[config.mk]
export PLATFORM = sky130hd
export DESIGN_NAME = adau_spi_master_flat
export DESIGN_NICKNAME = d
export VERILOG_FILES = /design/src/rtl/adau_spi_pkg.sv /design/src/rtl/adau_spi_master_if.sv /design/src/rtl/adau_spi_tick.sv /design/src/rtl/adau_spi_master.sv /design/src/flat_wrapper.sv
export SDC_FILE = /design/constraint.sdc
export NUM_CORES = 1
export LEC_CHECK = 0
export ABC_AREA = 1
export BUFFER_PORTS_ARGS = -buffer_cell sky130_fd_sc_hd__buf_2
export CORE_ASPECT_RATIO = 1.25
export CORE_MARGIN = 2
export CORE_UTILIZATION = 50
export DETAILED_ROUTE_END_ITERATION = 6
export PLACE_DENSITY_LB_ADDON = 0.12
export RECOVER_POWER = 25
export SYNTH_ARGS = -nofsm -noshare
export SYNTH_HDL_FRONTEND = slang
export SYNTH_SLANG_ARGS = --single-unit
[constraint.sdc]
create_clock -name clk -period 2.8 [get_ports clk]
set_clock_uncertainty 0.05 [all_clocks]
set_input_delay 0.56 -clock clk [delete_from_list [all_inputs] [get_ports clk]]
set_output_delay 0.56 -clock clk [all_outputs]
set_load 0.1 [all_outputs]
[src/rtl/adau_spi_pkg.sv]
// adau_spi_pkg: shared state type and frame layout for the ADAU control-port SPI master.
package adau_spi_pkg;

  // One control-port frame: chip address/RW, register address, data byte
  localparam int FRAME_BITS    = 32;
  localparam int CHIP_ADDR_MSB = 31;
  localparam int CHIP_ADDR_LSB = 24;
  localparam int REG_ADDR_MSB  = 23;
  localparam int REG_ADDR_LSB  = 8;
  localparam int DATA_MSB      = 7;
  localparam int DATA_LSB      = 0;

  typedef enum logic [2:0] {
    IDLE,
    SETUP,
    SHIFT,
    HOLD,
    GAP
  } spi_state_e;

endpackage

[src/rtl/adau_spi_master_if.sv]
// adau_spi_master_if: host handshake plus ADAU control-port pins.
// The master modport is the controller's view, the slave modport is the host/codec side.
interface adau_spi_master_if;
  import adau_spi_pkg::*;

  logic [FRAME_BITS-1:0] command;
  logic                  command_valid;
  logic                  spi_ready;
  logic                  spi_cs_n;
  logic                  spi_sclk;
  logic                  spi_mosi;
  logic                  spi_miso;
  logic [7:0]            rdata;
  logic                  rdata_valid;

  modport master (
    input  command, command_valid, spi_miso,
    output spi_ready, spi_cs_n, spi_sclk, spi_mosi, rdata, rdata_valid
  );

  modport slave (
    output command, command_valid, spi_miso,
    input  spi_ready, spi_cs_n, spi_sclk, spi_mosi, rdata, rdata_valid
  );

endinterface

[src/rtl/adau_spi_tick.sv]
// adau_spi_tick: pulses once every CLK_DIV system clocks to pace SCLK half-periods.
// The count restarts when a frame is accepted so every frame has identical timing.
module adau_spi_tick #(
  parameter int CLK_DIV = 4
) (
  input  logic clk,
  input  logic reset_n,
  input  logic restart,
  output logic tick
);

  localparam logic [7:0] LAST = 8'(CLK_DIV - 1);

  logic [7:0] div_cnt;

  assign tick = (div_cnt == LAST);

  // Count system clocks within one half-period, wrapping on the tick or a restart
  always_ff @(posedge clk) begin
    if (!reset_n) begin
      div_cnt <= '0;
    end else if (restart || tick) begin
      div_cnt <= '0;
    end else begin
      div_cnt <= div_cnt + 8'd1;
    end
  end

endmodule

[src/rtl/adau_spi_master.sv]
// adau_spi_master: sends 32-bit ADAU control-port frames MSB first over CLATCH/CCLK/CDATA.
// Optional feature: define ADAU_SPI_READBACK_EN to capture COUT and report the last data byte.
module adau_spi_master
  import adau_spi_pkg::*;
#(
  parameter int CLK_DIV = 4,
  parameter int CS_GAP  = 8
) (
  input logic               clk,
  input logic               reset_n,
  adau_spi_master_if.master bus
);

  localparam logic [5:0] BIT_LAST = 6'(FRAME_BITS - 1);
  localparam logic [7:0] GAP_LAST = 8'(CS_GAP - 1);

  spi_state_e             state;
  logic [5:0]             bit_cnt;
  logic [7:0]             gap_cnt;
  logic [FRAME_BITS-2:0]  tx_sr;
  logic                   cs_n_q;
  logic                   sclk_q;
  logic                   mosi_q;
  logic                   tick;
  logic                   accept;

  assign accept        = (state == IDLE) && bus.command_valid;
  assign bus.spi_ready = (state == IDLE);
  assign bus.spi_cs_n  = cs_n_q;
  assign bus.spi_sclk  = sclk_q;
  assign bus.spi_mosi  = mosi_q;

  adau_spi_tick #(.CLK_DIV(CLK_DIV)) u_tick (
    .clk     (clk),
    .reset_n (reset_n),
    .restart (accept),
    .tick    (tick)
  );

  // Frame sequencer: latch command, shift 32 bits, hold CLATCH, then enforce the CS gap
  always_ff @(posedge clk) begin
    if (!reset_n) begin
      state   <= IDLE;
      bit_cnt <= '0;
      gap_cnt <= '0;
      tx_sr   <= '0;
      cs_n_q  <= 1'b1;
      sclk_q  <= 1'b0;
      mosi_q  <= 1'b0;
    end else begin
      unique case (state)
        IDLE: begin
          if (bus.command_valid) begin
            state   <= SETUP;
            cs_n_q  <= 1'b0;
            mosi_q  <= bus.command[FRAME_BITS-1];
            tx_sr   <= bus.command[FRAME_BITS-2:0];
            bit_cnt <= '0;
          end
        end
        SETUP: begin
          if (tick) begin
            state <= SHIFT;
          end
        end
        SHIFT: begin
          if (tick) begin
            if (!sclk_q) begin
              sclk_q <= 1'b1;
            end else begin
              sclk_q <= 1'b0;
              mosi_q <= tx_sr[FRAME_BITS-2];
              tx_sr  <= {tx_sr[FRAME_BITS-3:0], 1'b0};
              if (bit_cnt == BIT_LAST) begin
                bit_cnt <= '0;
                state   <= HOLD;
              end else begin
                bit_cnt <= bit_cnt + 6'd1;
              end
            end
          end
        end
        HOLD: begin
          if (tick) begin
            state   <= GAP;
            cs_n_q  <= 1'b1;
            gap_cnt <= '0;
          end
        end
        GAP: begin
          if (gap_cnt == GAP_LAST) begin
            state <= IDLE;
          end else begin
            gap_cnt <= gap_cnt + 8'd1;
          end
        end
        default: begin
          state <= IDLE;
        end
      endcase
    end
  end

`ifdef ADAU_SPI_READBACK_EN
  logic [FRAME_BITS-1:0] rx_sr;
  logic [7:0]            rdata_q;
  logic                  rdata_valid_q;

  assign bus.rdata       = rdata_q;
  assign bus.rdata_valid = rdata_valid_q;

  // Sample COUT as SCLK rises and publish the data byte when the frame closes
  always_ff @(posedge clk) begin
    if (!reset_n) begin
      rx_sr         <= '0;
      rdata_q       <= '0;
      rdata_valid_q <= 1'b0;
    end else begin
      rdata_valid_q <= 1'b0;
      if (state == SHIFT && tick && !sclk_q) begin
        rx_sr <= {rx_sr[FRAME_BITS-2:0], bus.spi_miso};
      end
      if (state == HOLD && tick) begin
        rdata_q       <= rx_sr[DATA_MSB:DATA_LSB];
        rdata_valid_q <= 1'b1;
      end
    end
  end
`else
  logic unused_miso;

  assign unused_miso     = bus.spi_miso;
  assign bus.rdata       = '0;
  assign bus.rdata_valid = 1'b0;
`endif

endmodule

[src/flat_wrapper.sv]
// flat-port wrapper written by rule: the top's interface ports become plain ports
module adau_spi_master_flat import adau_spi_pkg::*;
#(
  parameter int CLK_DIV = 4,
  parameter int CS_GAP  = 8
)
  (clk, reset_n, bus_command, bus_command_valid, bus_spi_miso, bus_spi_ready, bus_spi_cs_n, bus_spi_sclk, bus_spi_mosi, bus_rdata, bus_rdata_valid);
  adau_spi_master_if bus_i ();
  input logic clk;
  input logic reset_n;
  input wire logic [$bits(bus_i.command)-1:0] bus_command;
  input wire logic [$bits(bus_i.command_valid)-1:0] bus_command_valid;
  input wire logic [$bits(bus_i.spi_miso)-1:0] bus_spi_miso;
  output wire logic [$bits(bus_i.spi_ready)-1:0] bus_spi_ready;
  output wire logic [$bits(bus_i.spi_cs_n)-1:0] bus_spi_cs_n;
  output wire logic [$bits(bus_i.spi_sclk)-1:0] bus_spi_sclk;
  output wire logic [$bits(bus_i.spi_mosi)-1:0] bus_spi_mosi;
  output wire logic [$bits(bus_i.rdata)-1:0] bus_rdata;
  output wire logic [$bits(bus_i.rdata_valid)-1:0] bus_rdata_valid;
  assign bus_i.command = bus_command;
  assign bus_i.command_valid = bus_command_valid;
  assign bus_i.spi_miso = bus_spi_miso;
  assign bus_spi_ready = bus_i.spi_ready;
  assign bus_spi_cs_n = bus_i.spi_cs_n;
  assign bus_spi_sclk = bus_i.spi_sclk;
  assign bus_spi_mosi = bus_i.spi_mosi;
  assign bus_rdata = bus_i.rdata;
  assign bus_rdata_valid = bus_i.rdata_valid;
  adau_spi_master #(.CLK_DIV(CLK_DIV), .CS_GAP(CS_GAP)) u_core (.clk(clk), .reset_n(reset_n), .bus(bus_i));
endmodule
# Yosys cells after proc, flatten, opt, wreduce, memory -nomap -nowiden
# Index checks and enable logic that the tools add are counted.
[op_classes]
eq_ne = 15
muxes = 28
n_bitwise = 1
reduce_logical = 12
add_sub_neg = 3
[op_table]
columns = ["op", "n"]
rows = [
  ["$mux 31", 3],
  ["$pmux 31 s2", 1],
  ["$mux 6", 4],
  ["$mux 3", 7],
  ["$add 8x1->8 const B", 2],
  ["$mux 8", 2],
  ["$pmux 8 s2", 1],
  ["$pmux 3 s5", 1],
  ["$pmux 6 s2", 1],
  ["$ne 2x2->1 const B", 5],
  ["$eq 8x2->1 const B", 1],
  ["$eq 8x3->1 const B", 1],
  ["$reduce_and 7->1", 1],
  ["$add 6x1->6 const B", 1],
  ["$eq 3x2->1 const B", 2],
  ["$eq 6x5->1 const B", 1],
  ["$mux 1", 6],
  ["$ne 2x1->1 const B", 3],
  ["$reduce_and 3->1", 2],
  ["$reduce_bool 2->1", 3],
  ["$pmux 1 s2", 2],
  ["$reduce_and 4->1", 1],
  ["$eq 3x1->1 const B", 1],
  ["$eq 3x3->1 const B", 1],
  ["other kinds (6)", 6],
]
[totals]
word_cells = 67
ff_bits = 59
input_bits = 36
output_inout_bits = 13

# Depth between registers and ports, before layout
[depth]
ltp_word = 5
ltp_mapped = 10
mapped_depth_nobuf = 10

# Hierarchy
# From an unflattened synthesis, not the netlist that was laid out.
[unflattened]
cells_unflattened = 482
hier_area_um2 = 3099.2
[modules_own_cells]
columns = ["module", "area_per_inst_um2", "seq_area_each_um2", "cells_per_inst", "instances"]
rows = [
  ["adau_spi_master", 2625.0, 1021.0, 418, 1],
  ["adau_spi_tick", 474.2, 160.2, 64, 1],
]

# Worst setup path after synthesis
# OpenSTA, ideal clock, no wires.
[synth_path]
kind = "flip-flop to flip-flop"
from = "register u_core.state[2]"
to = "register u_core.u_tick.div_cnt[7]"
arrival_ps = 2592
stages_incl_launch_ff = 8
path_buffers = 0
path_slack_ps = 41
period_less_slack_ps = 2759
path_cell_list = "dfxtp_1 > nor2_4 > inv_1 > nor2_1 > nand2_1 > nand3_2 > o21bai_1 > a21oi_1"
[synth_via]
elab_chain_cells = 4
[synth_lines]
columns = ["item", "line_no", "rtl"]
rows = [
  ["start: declaration", "adau_spi_master.sv:17", "spi_state_e state;"],
  ["start signal: assignment", "adau_spi_master.sv:43", "state <= IDLE;"],
  ["start signal: assignment", "adau_spi_master.sv:54", "state <= SETUP;"],
  ["start signal: assignment", "adau_spi_master.sv:63", "state <= SHIFT;"],
  ["$logic_not 3->1", "n/a", ""],
  ["named net bus_spi_ready", "flat_wrapper.sv:14", "output wire logic [$bits(bus_i.spi_ready)-1:0] bus_spi_ready;"],
  ["$logic_and 1x1->1", "adau_spi_master.sv:27", "assign accept = (state == IDLE) && bus.command_valid;"],
  ["$logic_or 1x1->1", "adau_spi_tick.sv:22", "end else if (restart || tick) begin"],
  ["$reduce_or 2->1 (no line)", "n/a", ""],
  ["end signal: assignment", "adau_spi_tick.sv:25", "div_cnt <= div_cnt + 8'd1;"],
  ["end: declaration", "adau_spi_tick.sv:14", "logic [7:0] div_cnt;"],
]
# The timed path passes the listed nets, and every way through them passes these cells.
# A chain may end at the register's enable or synchronous reset.

# Worst setup path after layout
[layout_path]
from = "register u_core.state[2]"
to = "output port bus_spi_ready"
[layout_via]
elab_chain_cells = 1
[layout_lines]
columns = ["item", "line_no", "rtl"]
rows = [
  ["$logic_not 3->1", "adau_spi_master.sv:28", "assign bus.spi_ready = (state == IDLE);"],
  ["end: declaration", "flat_wrapper.sv:14", ""],
]
# No other way between the ends.

==> flow_metrics.tcl <==
set metrics [dict create \
    via_per_inst 4.849 \
    yosysWarnings 0 \
    drc 0 \
    arrival_ns 1.88 \
    cts_sinks 59 \
    chipWidth_um 73.32 \
    synth.most_common_cell "nand2_1" \
    fin_crit_sh_pct 89.04 \
    crit_slowest_cell "buf_2" \
    rsz0062_at_grt "no" \
    fin_util_pct 57.74 \
    async_reset_ff_share_pct 0 \
    regArea_mm2 0.001181 \
    grt_pass1_wl_um 11040 \
    gr-total-overflow 0 \
    die_area_mm2 0.006646 \
    maxSlewViolCount 0 \
    core_mm2 0.005818 \
    synth_common_cells "128 x nand2_1, 104 x nor2_1, 59 x dfxtp_1" \
    seq_area_frac_synth_pct 39.33 \
    grt_start_max_net_pins 39 \
    r2r_start "u_core.state[2]" \
    cap_viol_max_count 0 \
    rows 31 \
    dr.pass1.iters 4 \
    io_pins 49 \
    rrSetupSlack_ns 0.97 \
    clock_path_buffers 2 \
    period_minus_slack_ns 2.493 \
    finalHoldViolations 0 \
    critical_path_buf_inv_count 2 \
    synthCells 451 \
    cts_root_buf "clkbuf_8" \
    worst_pin_slew_ns 0.5062 \
    synthTopCellsByArea "dfxtp_1 39%, nand2_1 16%, nor2_1 13%" \
    holdWs_ns 0.3993 \
    gp_congestion 0.7859 \
    path_class "register to output pin" \
    dp_cells 540 \
    grt_pass1_vias 2691 \
    p_leak_nw 1.622 \
    antenna_left 0 \
    h-tree-depth 3 \
    cts_resized 0 \
    drive_gt1_share_pct 16.33 \
    syn_avg_cell_area_um2 6.658 \
    synth.cell_area_mm2 0.003003 \
    min_from "u_core.u_tick.div_cnt[0]" \
    hpwl_um 3915 \
    start_util_pct 51.61 \
    fmax_mhz 401.1 \
    irDropWorstVdd_mv 0.5840 \
    cts_hold_buf 0 \
    die_h_um 90.65 \
    synth_top_area_share_pct 39.33 \
    grt_use_total_pct 20.53 \
    insertion_delay_ns 0.34 \
    path_max_fanout 6 \
    syn2layout_area_growth_pct 11.87 \
    route.detailed.wl_per_inst_um 11.06 \
    path_clk_slew_ns 0.06 \
    setup_viol 0 \
    cp_top_family "buffers and inverters" \
    cp.required_ns 2.19 \
    synth_enable_flop_cells 0 \
    drt_iter0_markers 133 \
    via_count 2696 \
    totalWireLength_um 6152 \
    status "completed" \
    cts_tree "yes" \
    post-cts-setup-buffers 0 \
    synth_top_area_cell "dfxtp_1" \
    tns_ns 0 \
    fin_nets 524 \
    n_fill_cell 593 \
    cts_made_buffers 9 \
    slew_headroom_pct 66.25 \
    hp-class "register to register" \
    setup.worst_path.end_class "output pin" \
    place_ws_ns 0.6673 \
    path_cells "nor2_4 > inv_1 > nor2_1 > buf_2" \
    synth_flop_cell "dfxtp_1" \
    worst_slack_ns 0.3070 \
    antennaDiodeCount 0 \
    powerDensity_mw_per_mm2 933.0 \
    final_cells 556 \
    cp_slowest_stage_delay_ns 0.50 \
    synthDistinctLibCells 30 \
    multiInputGateArea_mm2 0.001575 \
    antenna_found_initial 0 \
    timing.critical_path.from "u_core.state[2]" \
    io_buffers 38 \
    ys_ff_latch 59 \
    cp-start-kind "register" \
]
-- worst paths after layout --
path                                                  to  depth (start not counted)
worst min-delay path            u_core.u_tick.div_cnt[0]                          1
worst min register to register  u_core.u_tick.div_cnt[0]                          1
worst max-delay path                       bus_spi_ready                          4
worst max register to register         u_core.bit_cnt[3]                          7
-- per-layer routing --
metal / wire (um) / vias to the layer above / GRT usage [%]
li1: - / 1463 / -
met1: 2926 / 1187 / 24.63
met2: 2927 / 35 / 34.76
met3: 164 / 11 / 3.795
met4: 133 / 0 / 9.242
met5: 0 / - / 0
-- kinds of logic (layout without fill, tap and decap cells) --
family                     count (synthesis)  after routing  synth area share, %
buffers and inverters                     52             83                8.958
xor gates and xnor gates                   6              6                1.750
DFF                                       59             59                39.33
AOI/OAI and AO/OA                         60             60                11.04
other                                      1              9               0.1249
adders and majority gates                  3              3                1.250
and+or+nand+nor                          270            270                37.54
-- final cells by class --
class | count | share of cell area (%)
Multi-Input combinational cell | 348 | 46.89
Sequential cell | 59 | 35.16
Timing Repair Buffer | 41 | 6.331
Clock buffer | 10 | 3.799
Inverter | 26 | 2.980
Tap cell | 66 | 2.458
Clock inverter | 6 | 2.384
-- report_power, final --
group	leakage, nW	switching (W)	total, W	internal [W]
clock	0.110	0.000333	0.000828	0.000495
combinational	1.03	0.000849	0.00116	0.000314
sequential	0.484	0.000105	0.00114	0.00104
total	1.62	0.00129	0.00313	0.00185
-- worst register-to-register path, cell delays in order, from the launching register on --
cell and delay, ns:
dfxtp_1 0.34, nor2_4 0.23, nand2_4 0.08, inv_4 0.30, a21oi_4 0.14, nand2_4 0.34
nand2_1 0.13, a21oi_2 0.14
-- state kept, by name, summed over array words and instances, names as in the netlist --
name	cells
u_core.u_tick.div_cnt	8
u_core.tx_sr	31
u_core.bus.spi_cs_n	1
u_core.state	3
u_core.gap_cnt	8
u_core.bus.spi_sclk	1
u_core.bit_cnt	6
u_core.bus.spi_mosi	1
-- cell usage in the layout (no fill, tap or decap), types with 4 or more instances in the layout --
cell type	netlist	routed
a21oi_1	14	14
buf_2	3	38
clkbuf_8	0	9
clkinv_2	0	4
conb_1	1	9
dfxtp_1	59	59
inv_1	19	20
inv_2	6	5
nand2_1	128	129
nand2_2	6	5
nand3_1	18	19
nor2_1	104	104
nor3_1	4	4
o21ai_0	20	20
o21ai_1	19	19
xnor2_1	4	4
-- metrics by stage --
stage	cell area, um2	power, W
floorplan	3033	0.002198
CTS	3367	0.003174
global placement	3159	0.002318
detailed placement	3159	0.002336
global route	3359	0.003375
finish	3359	0.003134
No activity file was read; power rests on OpenSTA's default activity.
